<file path="config.mk">
export PLATFORM = sky130hd
export DESIGN_NAME = demux
export DESIGN_NICKNAME = d
export VERILOG_FILES = /design/src/rtl/demux.sv
export SDC_FILE = /design/constraint.sdc
export NUM_CORES = 1
export LEC_CHECK = 0
export BUFFER_PORTS_ARGS = -buffer_cell sky130_fd_sc_hd__buf_2
export CORE_MARGIN = 4
export CORE_UTILIZATION = 45
export CTS_CLUSTER_DIAMETER = 30
export DETAILED_ROUTE_END_ITERATION = 12
export HOLD_SLACK_MARGIN = 0.15
export PLACE_DENSITY = 0.85
export SYNTH_ARGS = -nofsm -noshare
export SYNTH_HDL_FRONTEND = slang
export SYNTH_SLANG_ARGS = --single-unit
</file>
<file path="constraint.sdc">
create_clock -name clock -period 2 [get_ports clock]
set_input_delay 0.4 -clock clock [delete_from_list [all_inputs] [get_ports clock]]
set_output_delay 0.4 -clock clock [all_outputs]
set_load 0.005 [all_outputs]
</file>
<file path="src/rtl/demux.sv">
// ============================================================================
//  Module      : demux
//  Description : One-to-three demultiplexer with a one-word registered buffer
//                per destination and valid/ready handshakes on every port.
//                Optional drop counter enabled by DEMUX_DROP_COUNT_EN.
//  Revision    : 1.0 - initial release
// ============================================================================
`default_nettype none

module demux #(
    parameter int WIDTH = 4
) (
    input  logic             clock,
    input  logic             reset,
    input  logic [WIDTH-1:0] ip,
    input  logic             ip_valid,
    output logic             ip_ready,
    input  logic             sel1,
    input  logic             sel2,
    input  logic             sel3,
    output logic [WIDTH-1:0] op1,
    output logic [WIDTH-1:0] op2,
    output logic [WIDTH-1:0] op3,
    output logic             op1_valid,
    output logic             op2_valid,
    output logic             op3_valid,
    input  logic             op1_ready,
    input  logic             op2_ready,
    input  logic             op3_ready
`ifdef DEMUX_DROP_COUNT_EN
    ,
    output logic [7:0]       drop_count
`endif
);

    localparam logic [1:0] c_DEST_NONE = 2'd0;
    localparam logic [1:0] c_DEST_1    = 2'd1;
    localparam logic [1:0] c_DEST_2    = 2'd2;
    localparam logic [1:0] c_DEST_3    = 2'd3;

    logic [WIDTH-1:0] r_data [3];
    logic [2:0]       r_valid;
    logic [2:0]       w_op_ready;
    logic [1:0]       w_dest;
    logic             w_xfer;
    logic [2:0]       w_load;

    assign w_op_ready = {op3_ready, op2_ready, op1_ready};

    // Fixed priority: sel1 over sel2 over sel3.
    always_comb begin
        w_dest = c_DEST_NONE;
        if (sel1)
            w_dest = c_DEST_1;
        else if (sel2)
            w_dest = c_DEST_2;
        else if (sel3)
            w_dest = c_DEST_3;
    end

    always_comb begin
        ip_ready = 1'b1;
        case (w_dest)
            c_DEST_1: ip_ready = !r_valid[0] || w_op_ready[0];
            c_DEST_2: ip_ready = !r_valid[1] || w_op_ready[1];
            c_DEST_3: ip_ready = !r_valid[2] || w_op_ready[2];
            default:  ip_ready = 1'b1;
        endcase
    end

    assign w_xfer = ip_valid && ip_ready;

    generate
        for (genvar g = 0; g < 3; g++) begin : g_chan
            assign w_load[g] = w_xfer && (w_dest == 2'(g + 1));

            // A load wins over a drain so a same-cycle drain+load keeps the new word.
            always_ff @(posedge clock) begin
                if (reset) begin
                    r_data[g]  <= '0;
                    r_valid[g] <= 1'b0;
                end else if (w_load[g]) begin
                    r_data[g]  <= ip;
                    r_valid[g] <= 1'b1;
                end else if (r_valid[g] && w_op_ready[g]) begin
                    r_valid[g] <= 1'b0;
                end
            end
        end
    endgenerate

    assign op1       = r_data[0];
    assign op2       = r_data[1];
    assign op3       = r_data[2];
    assign op1_valid = r_valid[0];
    assign op2_valid = r_valid[1];
    assign op3_valid = r_valid[2];

`ifdef DEMUX_DROP_COUNT_EN
    logic [7:0] r_drop_count;

    always_ff @(posedge clock) begin
        if (reset)
            r_drop_count <= 8'd0;
        else if (w_xfer && (w_dest == c_DEST_NONE) && (r_drop_count != 8'hFF))
            r_drop_count <= r_drop_count + 8'd1;
    end

    assign drop_count = r_drop_count;
`endif

endmodule

`default_nettype wire

</file>
**Word level (Yosys, flattened, before mapping)**

Memory sizes are Yosys's and may differ from the RTL's.
Cells that the tools add are included.

- Bits in registers: 3
- RAM bits: 12
- Input port bits: 13
- Output and inout bits: 16
- Word-level logic and storage cells: 50
- Memories: 1

Memory list:

| memory | depth | width | read ports | clocked after memory_dff | wr ports | RTL line | RTL |
|---|---|---|---|---|---|---|---|
| r_data | 3 | 4 | 3 | 0 | 3 | 41 | `logic [WIDTH-1:0] r_data [3];` |

- Eq/ne operators: 3
- Muxes and demuxes: 24
- Bitwise operators: 3
- Reductions and logical operators: 16

Operators by type and width:

| kind | count |
|---|---|
| 1-bit 2-to-1 mux | 17 |
| 4-bit 2-to-1 mux | 3 |
| 1-bit logical AND | 7 |
| 2-bit 2-to-1 mux | 3 |
| 2-bit nonzero test | 3 |
| 2-bit == test, second input constant | 2 |
| 1-bit zero test | 3 |
| 1-bit logical OR | 3 |
| 1-bit bitwise OR | 3 |
| 1-bit one-hot mux with 3 select lines | 1 |
| 2-bit by 1-bit == test with 1-bit output, second input constant | 1 |

**Logic depth before layout (Yosys ltp)**

- Depth in word-level cells: 11
- Depth in mapped cells: 3
- Depth with buffers taken out: 3

**Worst setup path after synthesis**

Ideal clock, no wire load.

- Kind: input port to output port
- From: in op3_ready
- To: out ip_ready
- Arrival: 1.079 ns
- Data required time: 1.600 ns
- Slack: 0.521 ns
- Stages on the path: 3
- Path buffers: 0
- Cell sequence: nor2b_1 nand2_1 a221o_1

- Longest elaborated chain between the ends: 2

RTL lines:

| what | RTL line | RTL |
|---|---|---|
| start: declaration | 29 | `input logic op3_ready` |
| 1-bit logical OR | 66 | `c_DEST_3: ip_ready = !r_valid[2] \|\| w_op_ready[2];` |
| 1-bit one-hot mux with 3 select lines | 63 | `case (w_dest)` |
| end: declaration | 17 | `output logic ip_ready,` |

Every way passes these cells.

**Worst setup path after layout**

- From: reg r_valid[1] (netlist: op2_valid)
- To: out ip_ready

- Longest elaborated chain between the ends: 3

RTL lines:

| what | RTL line | RTL |
|---|---|---|
| start: declaration | 42 | `logic [2:0] r_valid;` |
| start signal: indexed assignment | 81 | `r_valid[g] <= 1'b0;` |
| start signal: indexed assignment | 84 | `r_valid[g] <= 1'b1;` |
| start signal: indexed assignment | 86 | `r_valid[g] <= 1'b0;` |
| 1-bit zero test | 65 | `c_DEST_2: ip_ready = !r_valid[1] \|\| w_op_ready[1];` |
| 1-bit logical OR | 65 |  |
| 1-bit one-hot mux with 3 select lines | 63 |  |

Every way passes these cells.

==> summary.txt <==
Run status
  – Outcome: finished, final reports clean

Floorplan
  – Initial Utilization: 0.490
  – Die area: 2120 sq um
  – Core area: 1330 sq um
  – Ports: 29
  – Rows: 13
  – Horiz. Die Dim: 46.1 microns
  – Die Y: 46.1 microns

STA
  – RSZ-0062 raised after global routing: no
  – Final setup fails: 0
  – Setup TNS: 0 ns
  – Clk_skew: 0.00124 ns
  – Number of hold violations in the final report: 0
  – Worst slew margin: 0.765
  – Max Slew Vio Count: 0
  – Minimum clock period: 1.71 ns
  – Slew at the pin with the worst max-slew slack: 0.350 ns
  – Final period util: 0.853
  – Highest Clock Rate: 0.586 GHz

Detailed routing
  – Final WL: 1120 microns
  – Via Count: 485
  – # DRC: 0
  – DR WL/cell: 11.3 microns
  – DRT iter0 DRCs: 3
  – Via density: 4.90
  – TritonRoute pass-1 iters: 4
  – Antenna-violating nets left: 0

Logic synthesis
  – Synth Area per Inst: 12.8 sq um
  – Cells after Synth: 51
  – Post-synthesis sequential area ratio: 0.644
  – Cell Area, Synth: 653 sq um
  – Yosys reg bits: 15
  – Yosys cell types: 17
  – Synth Net Count: 64
  – Ys Warns: 0

Final layout
  – Ratio of cells with drive above 1 in the final layout: 0.417
  – Area grow syn2layout: 29.5%
  – Nets@finish: 98
  – Final instance area: 846 sq um
  – ANT cells: 0

GRT
  – Vias in the first global route: 471
  – Gr usage total: 0.120
  – Largest net degree at the start of global routing: 9
  – First-pass GRT wire length: 1820 microns
  – Gr ovfl total: 0
  – Initial antenna violation count: 0

CTS
  – Clk slew on worst S/H paths: 0.08 ns
  – Cts hold-fix bufs: 0
  – Max H-tree Level: 1
  – CTS tree: yes
  – Clock root cell: clkbuf_4
  – Worst skew pair latency: 0.27 ns
  – Post-CTS sizing: 0
  – # Post-CTS Setup Buffers: 0
  – Num CTS Buffers: 3
  – Clock Tree Buf Depth: 2
  – Clock sink count: 15

Setup path
  – CP Max Fanout: 3
  – CP max stage delay: 0.33 ns
  – Crit-path slowest cell: dfxtp_1
  – Path type of the worst setup path: reg2out
  – Kind of end point of the critical path: output pin
  – CP Data Required Time: 1.60 ns
  – Crit start category: flip-flop
  – Crit-path cells: nor2b_1, nor2_1, a221o_1, buf_2
  – Critical Path AT: 1.31 ns

Placement
  – Placed instance area: 820 sq um
  – Gpl congestion: 0.718
  – Detailed Place HPWL: 900 microns
  – Number of port buffers: 28

Run
  – Max Cap Viol: 0

Power and ir drop
  – Max IR drop VDD: 0.378 mV
  – Pwr Density: 686 nW/um^2
  – Leakage: 0.393 nW

Hold path
  – HP Class: in2reg
[report_power, final]
part	switching, W	total [W]	leakage [nW]	internal, W
logic	0.0000337	0.0000651	0.225	0.0000314
registers	0.00000320	0.000355	0.153	0.000351
clock network	0.0000837	0.000161	0.0150	0.0000771
total	0.000121	0.000580	0.393	0.000460
[path summary, 6_finish.rpt]
path | depth (start not counted) | end | slack, ns | from
hold reg to reg | 2 | op1_valid | 0.55 | op1_valid
setup reg to reg | 4 | r_data[2][3] | 0.81 | op3_valid
setup / recovery | 4 | ip_ready | 0.29 | op2_valid
hold / removal | 2 | op1_valid | 0.37 | reset
[kinds of logic (layout without fill, tap and decap cells)]
family	count (synthesis)	count (layout)	synth area share
AOI/OAI and AO/OA	7	7	0.0785
and+or+nand+nor	28	28	0.272
DFF	15	15	0.644
buffers and inverters	1	34	0.00574
[critical path, delay by kind of cell, from the launching register on]
kind / cells / cell delay (ns)
buffers and inverters: 1 / 0.13
and+or+nand+nor: 2 / 0.32
AOI/OAI and AO/OA: 1 / 0.27
DFF: 1 / 0.33
[flip-flops by register name, summed over array words and instances, names as in the netlist]
register	flops
op3_valid	1
op1_valid	1
op2_valid	1
r_data	12
[cell usage after synthesis]
| master | count | area [sq um] |
|---|---|---|
| a221o_1 | 1 | 10.0 |
| nor3_4 | 1 | 16.3 |
| a31o_1 | 1 | 8.76 |
| a21o_1 | 2 | 15.0 |
| and2_1 | 12 | 75.1 |
| or3b_4 | 1 | 11.3 |
| nand2b_1 | 3 | 18.8 |
| nor2b_1 | 2 | 12.5 |
| dfxtp_1 | 3 | 60.1 |
| nor2_1 | 5 | 18.8 |
| nor3b_2 | 1 | 12.5 |
| inv_1 | 1 | 3.75 |
| edfxtp_1 | 12 | 360 |
| a31oi_1 | 2 | 12.5 |
| a21oi_1 | 1 | 5.00 |
| nor3_1 | 1 | 5.00 |
| nand2_1 | 2 | 7.51 |
[stage by stage]
stage               std cells  power [W]  hold WS [ns]   util  worst slack, ns
floorplan                  51   0.000390         0.469      -            0.521
global placement           95   0.000426         0.541  0.614            0.453
detailed placement         95   0.000427         0.550  0.614            0.444
CTS                        99   0.000584         0.371  0.634            0.286
global route               99   0.000611         0.382  0.634            0.207
finish                     99   0.000580         0.371  0.634            0.294
[routing by layer]
layer	GRT usage	share of wire
met2	0.198	0.49
met4	0.0568	0.0063
met3	0.0273	0.10
met1	0.145	0.40
met5	0	0
[area by class of cell]
type                    count  area (sq um)
fillers                   108           488
well taps                  15          18.8
multi-input cells          35           229
flip-flops and latches     15           420
repair buffers             29           148
inverters                   1          3.75
clock buffers               4          26.3
[cell usage in the layout, fill, tap and decap left out, drive strengths merged]
cell type / Yosys / layout
a21o: 2 / 2
a21oi: 1 / 1
a221o: 1 / 1
a31o: 1 / 1
a31oi: 2 / 2
and2: 12 / 12
buf: 0 / 29
clkbuf: 0 / 4
dfxtp: 3 / 3
edfxtp: 12 / 12
inv: 1 / 1
nand2: 2 / 2
nand2b: 3 / 3
nor2: 5 / 5
nor2b: 2 / 2
nor3: 2 / 2
nor3b: 1 / 1
or3b: 1 / 1
Power figures use the tool's default switching activity.
